### src/rtl/mips_pkg.sv
// Shared definitions for the MIPS32 pipeline hazard control slice.
package mips_pkg;

  typedef enum logic {
    RUN     = 1'b0,
    MD_BUSY = 1'b1
  } md_state_e;

  localparam logic [4:0] REG_ZERO          = 5'd0;
  localparam int         MD_CYCLES_DEFAULT = 32;
  localparam int         MD_CNT_W          = 8;

  // Counter preload so that the countdown reaches zero in the cycle HI/LO is written
  function automatic logic [MD_CNT_W-1:0] md_load_value(input int cycles);
    return MD_CNT_W'(cycles - 1);
  endfunction

endpackage

### src/rtl/md_busy_tracker.sv
// Tracks the multi-cycle MUL/DIV unit: issues the start pulse and counts down
// the latency so the hazard logic knows when HI/LO becomes valid.
module md_busy_tracker
  import mips_pkg::*;
#(
  parameter int MD_CYCLES = MD_CYCLES_DEFAULT
) (
  input  logic clk,
  input  logic reset_n,
  input  logic id_ex_is_muldiv,
  output logic md_start,
  output logic md_busy,
  output logic md_pending
);

  md_state_e             state;
  logic [MD_CNT_W-1:0]   md_cnt;

  // Start/busy/pending are decoded straight from state so the stall has no latency
  always_comb begin
    md_start   = reset_n & (state == RUN) & id_ex_is_muldiv;
    md_busy    = reset_n & (state == MD_BUSY);
    md_pending = md_start | (md_busy & (md_cnt != '0));
  end

  // Operation FSM; a mul/div seen while busy is ignored rather than restarting
  always_ff @(posedge clk or negedge reset_n) begin
    if (!reset_n) begin
      state  <= RUN;
      md_cnt <= '0;
    end else begin
      case (state)
        RUN: begin
          if (id_ex_is_muldiv) begin
            state  <= MD_BUSY;
            md_cnt <= md_load_value(MD_CYCLES);
          end
        end
        MD_BUSY: begin
          if (md_cnt == '0) begin
            state <= RUN;
          end else begin
            md_cnt <= md_cnt - 1'b1;
          end
        end
        default: begin
          state  <= RUN;
          md_cnt <= '0;
        end
      endcase
    end
  end

endmodule

### src/rtl/hazard_stall_ctrl.sv
// Pipeline hazard controller: load-use and HI/LO stalls, branch flushes and a
// saturating stall-cycle performance counter.
module hazard_stall_ctrl
  import mips_pkg::*;
#(
  parameter int MD_CYCLES   = MD_CYCLES_DEFAULT,
  parameter int STALL_CNT_W = 16
) (
  input  logic                   clk,
  input  logic                   reset_n,
  input  logic [4:0]             id_instr_rs,
  input  logic [4:0]             id_instr_rt,
  input  logic                   id_uses_rt,
  input  logic                   id_is_muldiv,
  input  logic                   id_reads_hilo,
  input  logic                   id_ex_mem_read,
  input  logic [4:0]             id_ex_write_reg_addr,
  input  logic                   id_ex_is_muldiv,
  input  logic                   ex_branch_taken,
  input  logic                   perf_clr,
  output logic                   pc_write_en,
  output logic                   if_id_write_en,
  output logic                   if_id_flush,
  output logic                   id_ex_bubble,
  output logic                   md_start,
  output logic                   md_busy,
  output logic [STALL_CNT_W-1:0] stall_cycles
);

  logic md_pending;
  logic load_use;
  logic md_hazard;
  logic stall;

  md_busy_tracker #(
    .MD_CYCLES (MD_CYCLES)
  ) u_md_busy_tracker (
    .clk             (clk),
    .reset_n         (reset_n),
    .id_ex_is_muldiv (id_ex_is_muldiv),
    .md_start        (md_start),
    .md_busy         (md_busy),
    .md_pending      (md_pending)
  );

  // Hazard detection: a load feeding ID next cycle, or HI/LO/unit needed while busy
  always_comb begin
    load_use  = id_ex_mem_read & (id_ex_write_reg_addr != REG_ZERO) &
                ((id_ex_write_reg_addr == id_instr_rs) |
                 (id_uses_rt & (id_ex_write_reg_addr == id_instr_rt)));
    md_hazard = md_pending & (id_is_muldiv | id_reads_hilo);
    stall     = load_use | md_hazard;
  end

  // Pipeline enables; a taken branch wins because the stalled instruction is squashed
  always_comb begin
    pc_write_en    = 1'b1;
    if_id_write_en = 1'b1;
    if_id_flush    = 1'b0;
    id_ex_bubble   = 1'b0;
    if (!reset_n) begin
      pc_write_en    = 1'b0;
      if_id_write_en = 1'b0;
      id_ex_bubble   = 1'b1;
    end else if (ex_branch_taken) begin
      if_id_flush    = 1'b1;
      id_ex_bubble   = 1'b1;
    end else if (stall) begin
      pc_write_en    = 1'b0;
      if_id_write_en = 1'b0;
      id_ex_bubble   = 1'b1;
    end
  end

  // Saturating count of frozen-PC cycles; clear takes precedence over counting
  always_ff @(posedge clk or negedge reset_n) begin
    if (!reset_n) begin
      stall_cycles <= '0;
    end else if (perf_clr) begin
      stall_cycles <= '0;
    end else if (!pc_write_en && (stall_cycles != {STALL_CNT_W{1'b1}})) begin
      stall_cycles <= stall_cycles + 1'b1;
    end
  end

endmodule

### config.mk
export PLATFORM = sky130hd
export DESIGN_NAME = hazard_stall_ctrl
export DESIGN_NICKNAME = d
export VERILOG_FILES = /design/src/rtl/mips_pkg.sv /design/src/rtl/md_busy_tracker.sv /design/src/rtl/hazard_stall_ctrl.sv
export SDC_FILE = /design/constraint.sdc
export NUM_CORES = 1
export LEC_CHECK = 0
export ABC_AREA = 1
export ABC_CLOCK_PERIOD_IN_PS = 4100
export CORE_MARGIN = 2
export CORE_UTILIZATION = 35
export CTS_CLUSTER_DIAMETER = 60
export DETAILED_ROUTE_END_ITERATION = 16
export DONT_BUFFER_PORTS = 1
export PLACE_DENSITY = 0.47
export SYNTH_ARGS = -nofsm -noshare
export SYNTH_HDL_FRONTEND = slang
export SYNTH_SLANG_ARGS = --single-unit
### constraint.sdc
create_clock -name clk -period 4.1 [get_ports clk]
set_input_delay 0 -clock clk [delete_from_list [all_inputs] [get_ports clk]]
set_output_delay 0 -clock clk [all_outputs]
set_load 0.01 [all_outputs]
==> reports/qor.txt, run 1 <==
CELLS AND AREA
---------------------------------------------------------------------------------
Fraction of final layout cells sized beyond drive strength 1 .......        8.20%
Core occupancy in the finished layout ..............................        39.7%
Synth-to-Final Area Change .........................................        7.15%
Most frequent cells in the layout .................................. nand2_1, inv_1, nor2_1
Commonest non-fill, non-tap cell in the layout .....................      nand2_1
Antenna diodes .....................................................            0
# nets final .......................................................          284
Filler cells .......................................................          538

CLOCK TREE
---------------------------------------------------------------------------------
Number of gates resized after cts ..................................            0
TritonCTS Sinks ....................................................           25
CTS Buffer Depth ...................................................            2
Clock slew seen by the registers of the worst setup and hold paths .      0.10 ns
Clock buffers created by TritonCTS .................................            3
H-Tree Level Count .................................................            1
Clock latency on the worst-skew pair ...............................      0.27 ns
Clock tree from TritonCTS ..........................................        built
Clock root buffer ..................................................     clkbuf_8

SYNTH
---------------------------------------------------------------------------------
Post-synthesis average cell area ...................................     6.97 um2
Number of synthesized register bits ................................           25
Simple-gate share of the synthesized area ..........................        40.3%
Post-synthesis mux area share ......................................           0%
Fraction of the yosys area taken by sequential cells ...............        35.1%
Compound-cell area share of the yosys netlist ......................        8.06%
Main combinational cell family by area after synthesis ............. simple AND/OR/NAND/NOR gates
Syn Nets ...........................................................          283
Post-synthesis adder-cell area fraction ............................        2.10%
Instance count of the mapped netlist ...............................          256
Ys Warns ...........................................................            0
Xor/xnor share of the synthesized area .............................        4.42%
Number of distinct library cells after synthesis ...................           37
Post-synthesis instance area .......................................     1780 um2

OUTCOME
---------------------------------------------------------------------------------
Status .............................................................    completed

STA
---------------------------------------------------------------------------------
Final Skew .........................................................   0.00510 ns
Unrepaired setup endpoints after global routing ....................           no
Final max-slew violation count .....................................            0
Total negative slack ...............................................         0 ns
Final critical path time including I/O delays and setup ............      2.07 ns
Ratio of final minimum period to clock period ......................        50.6%
Count of endpoints failing hold in the final timing report .........            0
Worst relative slew slack ..........................................        60.1%
Worst hold margin ..................................................    0.0508 ns
Final setup violation count ........................................            0
Fmax ...............................................................      482 MHz
Least-Margin Pin Slew ..............................................     0.596 ns

FLOORPLANNING
---------------------------------------------------------------------------------
Standard cell core area ............................................     4820 um2
Vertical die dimension .............................................      75.4 um
Effective utilization at floorplan .................................        37.0%
Die Outline Area ...................................................     5690 um2
DIE WIDTH ..........................................................      75.4 um
Floorplan row count ................................................           25
Top-level port count ...............................................           46

POWER
---------------------------------------------------------------------------------
Internal power contribution ........................................     0.337 mW
Switching fraction of total power ..................................        27.9%
Leakage power ......................................................     0.991 nW
Sequential power share .............................................        55.3%
Part of the power in combinational logic ...........................        11.4%
Portion of total power attributed to the clock network .............        33.3%
Worst voltage drop across the vdd grid .............................     0.110 mV
Sw Pwr .............................................................     0.130 mW
Power density relative to cell area ................................   245 nW/um2

GLOBAL ROUTE
---------------------------------------------------------------------------------
Largest net degree at the start of global routing ..................           26
Antenna violations before repair ...................................            0
Vias in the first global route .....................................         1379
Overall fraction of global-route tracks in use .....................        15.4%
First-pass GRT wire length .........................................      6760 um
Overall overflow remaining after global route ......................            0

DRT
---------------------------------------------------------------------------------
Number of vias after detailed routing ..............................         1498
Average wire length per cell after detail routing ..................      12.6 um
DR vias/cell .......................................................         4.64
Post-detailed-route DRC marker count ...............................            0
Final antenna-violating net count ..................................            0
Length of the first detailed-routing pass in iterations ............            4
Wire length after detailed routing .................................      4080 um
Number of DRC markers in iteration 0 ...............................           81

CRITICAL PATH
---------------------------------------------------------------------------------
Kind of start point of the critical path ...........................         flop
Required time at the endpoint of the critical path .................      4.27 ns
Critical path cell sequence ........................................ ha_1 -> nand3_2 -> nor2_4 -> nand4_2 -> nor2_2 -> nand2_1 -> nand3_4 -> nand2_4 -> nand2_1 -> nand2_1
Category of the most critical setup path ........................... flop to flop
Worst-path maximum fanout ..........................................           17
Most used cell along the critical path .............................      nand2_1
Worst Setup End Kind ...............................................         flop
Data arrival, critical path ........................................      2.24 ns
Slowest-stage cell, CP .............................................      dfrtp_1
Critical path's largest stage delay ................................      0.49 ns

PLACEMENT
---------------------------------------------------------------------------------
Count of buffers from port buffering ...............................            0
Dpl hpwl ...........................................................      2950 um
Global placer's final weighted congestion ..........................        0.778

WORST HOLD PATH
---------------------------------------------------------------------------------
Hold/Removal Path Class ............................................ input port to flop

FLOW RUN
---------------------------------------------------------------------------------
Number of max-cap violations .......................................            0

[registers in the layout (all words and copies together) (netlist names)]
| signal | count |
|---|---|
| stall_cycles | 16 |
| u_md_busy_tracker.md_cnt | 8 |
| u_md_busy_tracker.state | 1 |
[through the flow]
step / total power, mW / area, um2 / cells / setup WS (ns)
after detailed placement: 0.307 / 1820 / 316 / 2.03
after floorplan: 0.304 / 1780 / 256 / 2.32
after global placement: 0.308 / 1820 / 316 / 2.04
final: 0.468 / 1910 / 323 / 2.03
after global routing: 0.498 / 1910 / 323 / 1.78
after CTS: 0.481 / 1910 / 323 / 2.00
[synthesized netlist by cell type]
cell	number	area share [%]
a211oi_1	1	0.42
a21o_1	1	0.42
a21oi_1	3	0.84
a21oi_4	1	0.91
a311oi_1	1	0.49
a31oi_1	1	0.35
buf_4	1	0.42
buf_6	2	1.3
clkbuf_1	4	0.84
clkinv_1	1	0.21
dfrtp_1	25	35
ha_1	3	2.1
inv_1	35	7.4
nand2_1	76	16
nand2_2	2	0.70
nand2_4	2	1.3
nand3_1	26	7.3
nand3_2	1	0.56
nand3_4	1	0.98
nand3b_1	1	0.42
nand4_1	4	1.4
nand4_2	1	0.70
nor2_1	31	6.5
nor2_2	2	0.70
nor2_4	1	0.63
nor3_1	1	0.28
nor3_2	1	0.56
nor3b_1	2	0.84
nor3b_2	1	0.70
o211ai_1	1	0.42
o21ai_0	9	2.5
o21ai_4	1	0.91
o21bai_1	1	0.42
o22ai_1	1	0.35
or2_2	2	0.70
xnor2_1	3	1.5
xor2_1	6	2.9
[cell type report]
type                            count  area, um2  share of cell area (%)
Clock inverter                      1       7.51                   0.393
Multi-Input combinational cell    188        978                    51.2
Tap cell                           67       83.8                    4.38
Sequential cell                    25        626                    32.7
Clock buffer                        3       41.3                    2.16
Inverter                           36        135                    7.07
Timing Repair Buffer                3       40.0                    2.09
[power by group through the flow]
| stage | logic, mW | clock network [mW] | registers (mW) |
|---|---|---|---|
| floorplan | 0.0423 | 0 | 0.262 |
| global placement | 0.0443 | 0 | 0.263 |
| detailed placement | 0.0438 | 0 | 0.263 |
| CTS | 0.0556 | 0.167 | 0.258 |
| global route | 0.0633 | 0.175 | 0.260 |
| finish | 0.0535 | 0.156 | 0.259 |
[logic make-up after synthesis]
family / after synthesis
flops: 25
buf+inv: 43
fa+ha+maj: 3
compound gates: 21
simple gates: 155
xor+xnor: 9
[repair_timing]
item	in CTS	in global routing
hold endpoints to repair	41	0
hold buffers	3	0
buffers inserted	0	0
[metal layers]
metal	vias to the layer above	wire length, um	global-route usage, %
li1	804	-	-
met1	661	2060	22.4
met2	31	1710	22.2
met3	2	277	4.37
met4	0	25	4.09
met5	-	0	0
[worst max-delay path, delay by kind of cell (launching register included)]
| family | cells | cell delay (ns) |
|---|---|---|
| flops | 1 | 0.49 |
| simple gates | 9 | 1.23 |
| fa+ha+maj | 1 | 0.24 |
[final timing paths]
kind / start / to / slack (ns) / cells past startpoint
setup / recovery: stall_cycles[0] / stall_cycles[8] / 2.03 / 10
hold / removal: reset_n / stall_cycles[14] / 0.05 / 3
setup reg to reg: stall_cycles[0] / stall_cycles[8] / 2.03 / 10
hold reg to reg: u_md_busy_tracker.md_cnt[0] / u_md_busy_tracker.md_cnt[0] / 0.49 / 1
max in group asynchronous: reset_n / u_md_busy_tracker.md_cnt[0] / 3.79 / 2
min in group asynchronous: reset_n / stall_cycles[2] / 0.16 / 2
Note: power is estimated with default switching activity, not from simulation.
==> run 2: changes to the inputs <==
ABC_CLOCK_PERIOD_IN_PS = 2000   (was 4100)
clock period = 2 ns   (was 4.1 ns; I/O delays follow)
==> reports/qor.txt, run 2 (same netlist as run 1, synthesis figures left out) <==
OUTCOME
---------------------------------------------------------------------------------
Status .............................................................    completed

POWER
---------------------------------------------------------------------------------
Part of the power in combinational logic ...........................        13.4%
Internal power contribution ........................................     0.704 mW
Power density relative to cell area ................................   480 nW/um2
Leakage power ......................................................      1.05 nW
Worst voltage drop across the vdd grid .............................     0.227 mV
Sequential power share .............................................        54.8%
Portion of total power attributed to the clock network .............        31.8%
Switching fraction of total power ..................................        26.6%
Sw Pwr .............................................................     0.255 mW

CRITICAL PATH
---------------------------------------------------------------------------------
Register-to-Register Setup Slack ...................................      0.17 ns
Data arrival, critical path ........................................      1.83 ns
Worst R2R End ...................................................... stall_cycles[11]
Category of the most critical setup path ........................... flop to output port
Worst-path maximum fanout ..........................................            6
Kind of start point of the critical path ...........................         flop
Required time at the endpoint of the critical path .................      2.00 ns
Worst Reg-to-Reg Cells .............................................           10
Worst Setup End Kind ...............................................  output port
R2R Path Start ..................................................... stall_cycles[0]

GLOBAL ROUTE
---------------------------------------------------------------------------------
Overall fraction of global-route tracks in use .....................        16.2%
Met2 Resource Use GR ...............................................        24.3%
Global routing usage on met1 .......................................        23.9%
Antenna violations before repair ...................................            0
Met3 GRT Util ......................................................        3.84%
Vias in the first global route .....................................         1580
First-pass GRT wire length .........................................      7290 um
Global-route layer with the greatest usage .........................         met2
Largest net degree at the start of global routing ..................           26
Overall overflow remaining after global route ......................            0

FLOORPLANNING
---------------------------------------------------------------------------------
Die Outline Area ...................................................     5690 um2
Vertical die dimension .............................................      75.4 um
Effective utilization at floorplan .................................        37.0%
Floorplan row count ................................................           25
DIE WIDTH ..........................................................      75.4 um
Standard cell core area ............................................     4820 um2
Top-level port count ...............................................           46

FLOW RUN
---------------------------------------------------------------------------------
Number of max-cap violations .......................................            0

STA
---------------------------------------------------------------------------------
Final max-slew violation count .....................................            0
Worst relative slew slack ..........................................        59.7%
Fmax ...............................................................      545 MHz
Count of endpoints failing hold in the final timing report .........            0
Final critical path time including I/O delays and setup ............      1.83 ns
Ratio of final minimum period to clock period ......................        91.7%
Final Skew .........................................................   0.00630 ns
Final setup violation count ........................................            0
Unrepaired setup endpoints after global routing ....................          yes
Least-Margin Pin Slew ..............................................     0.603 ns

CLOCK TREE
---------------------------------------------------------------------------------
Clock slew seen by the registers of the worst setup and hold paths .      0.09 ns
Clock root buffer ..................................................     clkbuf_8
TritonCTS Sinks ....................................................           25
Setup fix buffers added after clock tree synthesis .................            0
H-Tree Level Count .................................................            1
Clock buffers created by TritonCTS .................................            3
CTS Buffer Depth ...................................................            2
Clock latency on the worst-skew pair ...............................      0.27 ns
Clock tree from TritonCTS ..........................................        built

DRT
---------------------------------------------------------------------------------
Length of the first detailed-routing pass in iterations ............            4
Post-detailed-route DRC marker count ...............................            0
Average wire length per cell after detail routing ..................      12.5 um
Number of vias after detailed routing ..............................         1582
Final antenna-violating net count ..................................            0
Number of DRC markers in iteration 0 ...............................           92
Wire length after detailed routing .................................      4160 um
DR vias/cell .......................................................         4.74

PLACEMENT
---------------------------------------------------------------------------------
Number of cells after detailed placement ...........................          326
Count of buffers from port buffering ...............................            0
Global placer's final weighted congestion ..........................        0.773
Dpl hpwl ...........................................................      3060 um

WORST HOLD PATH
---------------------------------------------------------------------------------
WHS Path Cells .....................................................            3
Min-Delay Endpoint ................................................. stall_cycles[14]
Hold/Removal Path Class ............................................ input port to flop
Startpoint of the most critical hold path ..........................      reset_n

CELLS AND AREA
---------------------------------------------------------------------------------
Fraction of final layout cells sized beyond drive strength 1 .......        12.0%
Synth-to-Final Area Change .........................................        11.9%
Commonest non-fill, non-tap cell in the layout .....................      nand2_1
Final Instance Count excl. Fillers .................................          334
Core occupancy in the finished layout ..............................        41.5%
# nets final .......................................................          295
Biggest regs ....................................................... stall_cycles x16, u_md_busy_tracker.md_cnt x8, u_md_busy_tracker.state x1
Most frequent cells in the layout .................................. nand2_1, inv_1, nor2_1
Max reg flops ......................................................           16
Combined area of the multi-input logic cells .......................      981 um2
Filler cells .......................................................          535
Sequential cell area ...............................................      627 um2
Register ranked first by flip-flop count ........................... stall_cycles
Antenna diodes .....................................................            0

[run 2: changes by cell type in the layout (fill, tap and decap cells not counted), sizes merged]
cell | before | now
buf | 1 | 11
clkbuf | 3 | 4
clkinvlp | 1 | 0
dlygate4sd3 | 2 | 3
[run 2: power by group through the flow]
stage                     logic (mW)  registers, mW  clock network (mW)
after floorplan               0.0867          0.536                   0
final                          0.129          0.525               0.305
after global routing           0.151          0.526               0.337
after detailed placement       0.106          0.535                   0
after CTS                      0.132          0.525               0.324
after global placement         0.105          0.535                   0
[run 2: area by class of cell]
class / count / share of cell area (%)
Clock buffer: 4 / 2.26
Inverter: 36 / 6.77
Sequential cell: 25 / 31.4
Multi-Input combinational cell: 188 / 49.1
Tap cell: 67 / 4.20
Timing Repair Buffer: 14 / 6.27
[run 2: per-stage QoR]
step	area [um2]	setup TNS (ns)	hold slack, ns	power, mW	setup slack, ns
3_3_place_gp	1900	0	-0.295	0.640	0.150
5_1_grt	2000	-0.0184	0.0970	1.01	-0.0104
6_report	2000	0	0.0691	0.959	0.167
4_1_cts	1990	0	0.0663	0.980	0.138
3_5_place_dp	1900	0	-0.294	0.640	0.152
2_1_floorplan	1780	0	-0.296	0.623	0.219
[run 2: how the worst max path moves through the flow]
stage,from,endpoint,slack (ns)
floorplan,stall_cycles[0],stall_cycles[12],0.22
global placement,stall_cycles[0],stall_cycles[11],0.15
detailed placement,stall_cycles[0],stall_cycles[9],0.15
CTS,stall_cycles[0],stall_cycles[15],0.14
global route,u_md_busy_tracker.md_cnt[0],stall_cycles[12],-0.01
finish,u_md_busy_tracker.md_cnt[0],id_ex_bubble,0.17
[run 2: critical path: stages, from the launching register on]
cell,delay [ns]
dfrtp_1,0.39
inv_1,0.10
ha_1,0.16
nand2_2,0.07
o21ai_4,0.20
nand2_4,0.10
a21oi_4,0.13
nand2_2,0.10
or2_2,0.32
[run 2: repair_timing]
item                                    in CTS  in global routing
gates resized for setup                      0                  2
hold endpoints to repair                    42                  0
endpoints found under the setup margin       0                  3
hold buffers                                 4                  0
[run 2: per-layer routing]
metal,share of wire (%),vias up,wire length (um)
met4,0.53,0,22
li1,-,830,-
met1,53,712,2190
met3,7.0,2,292
met2,40,38,1650
met5,0,-,0
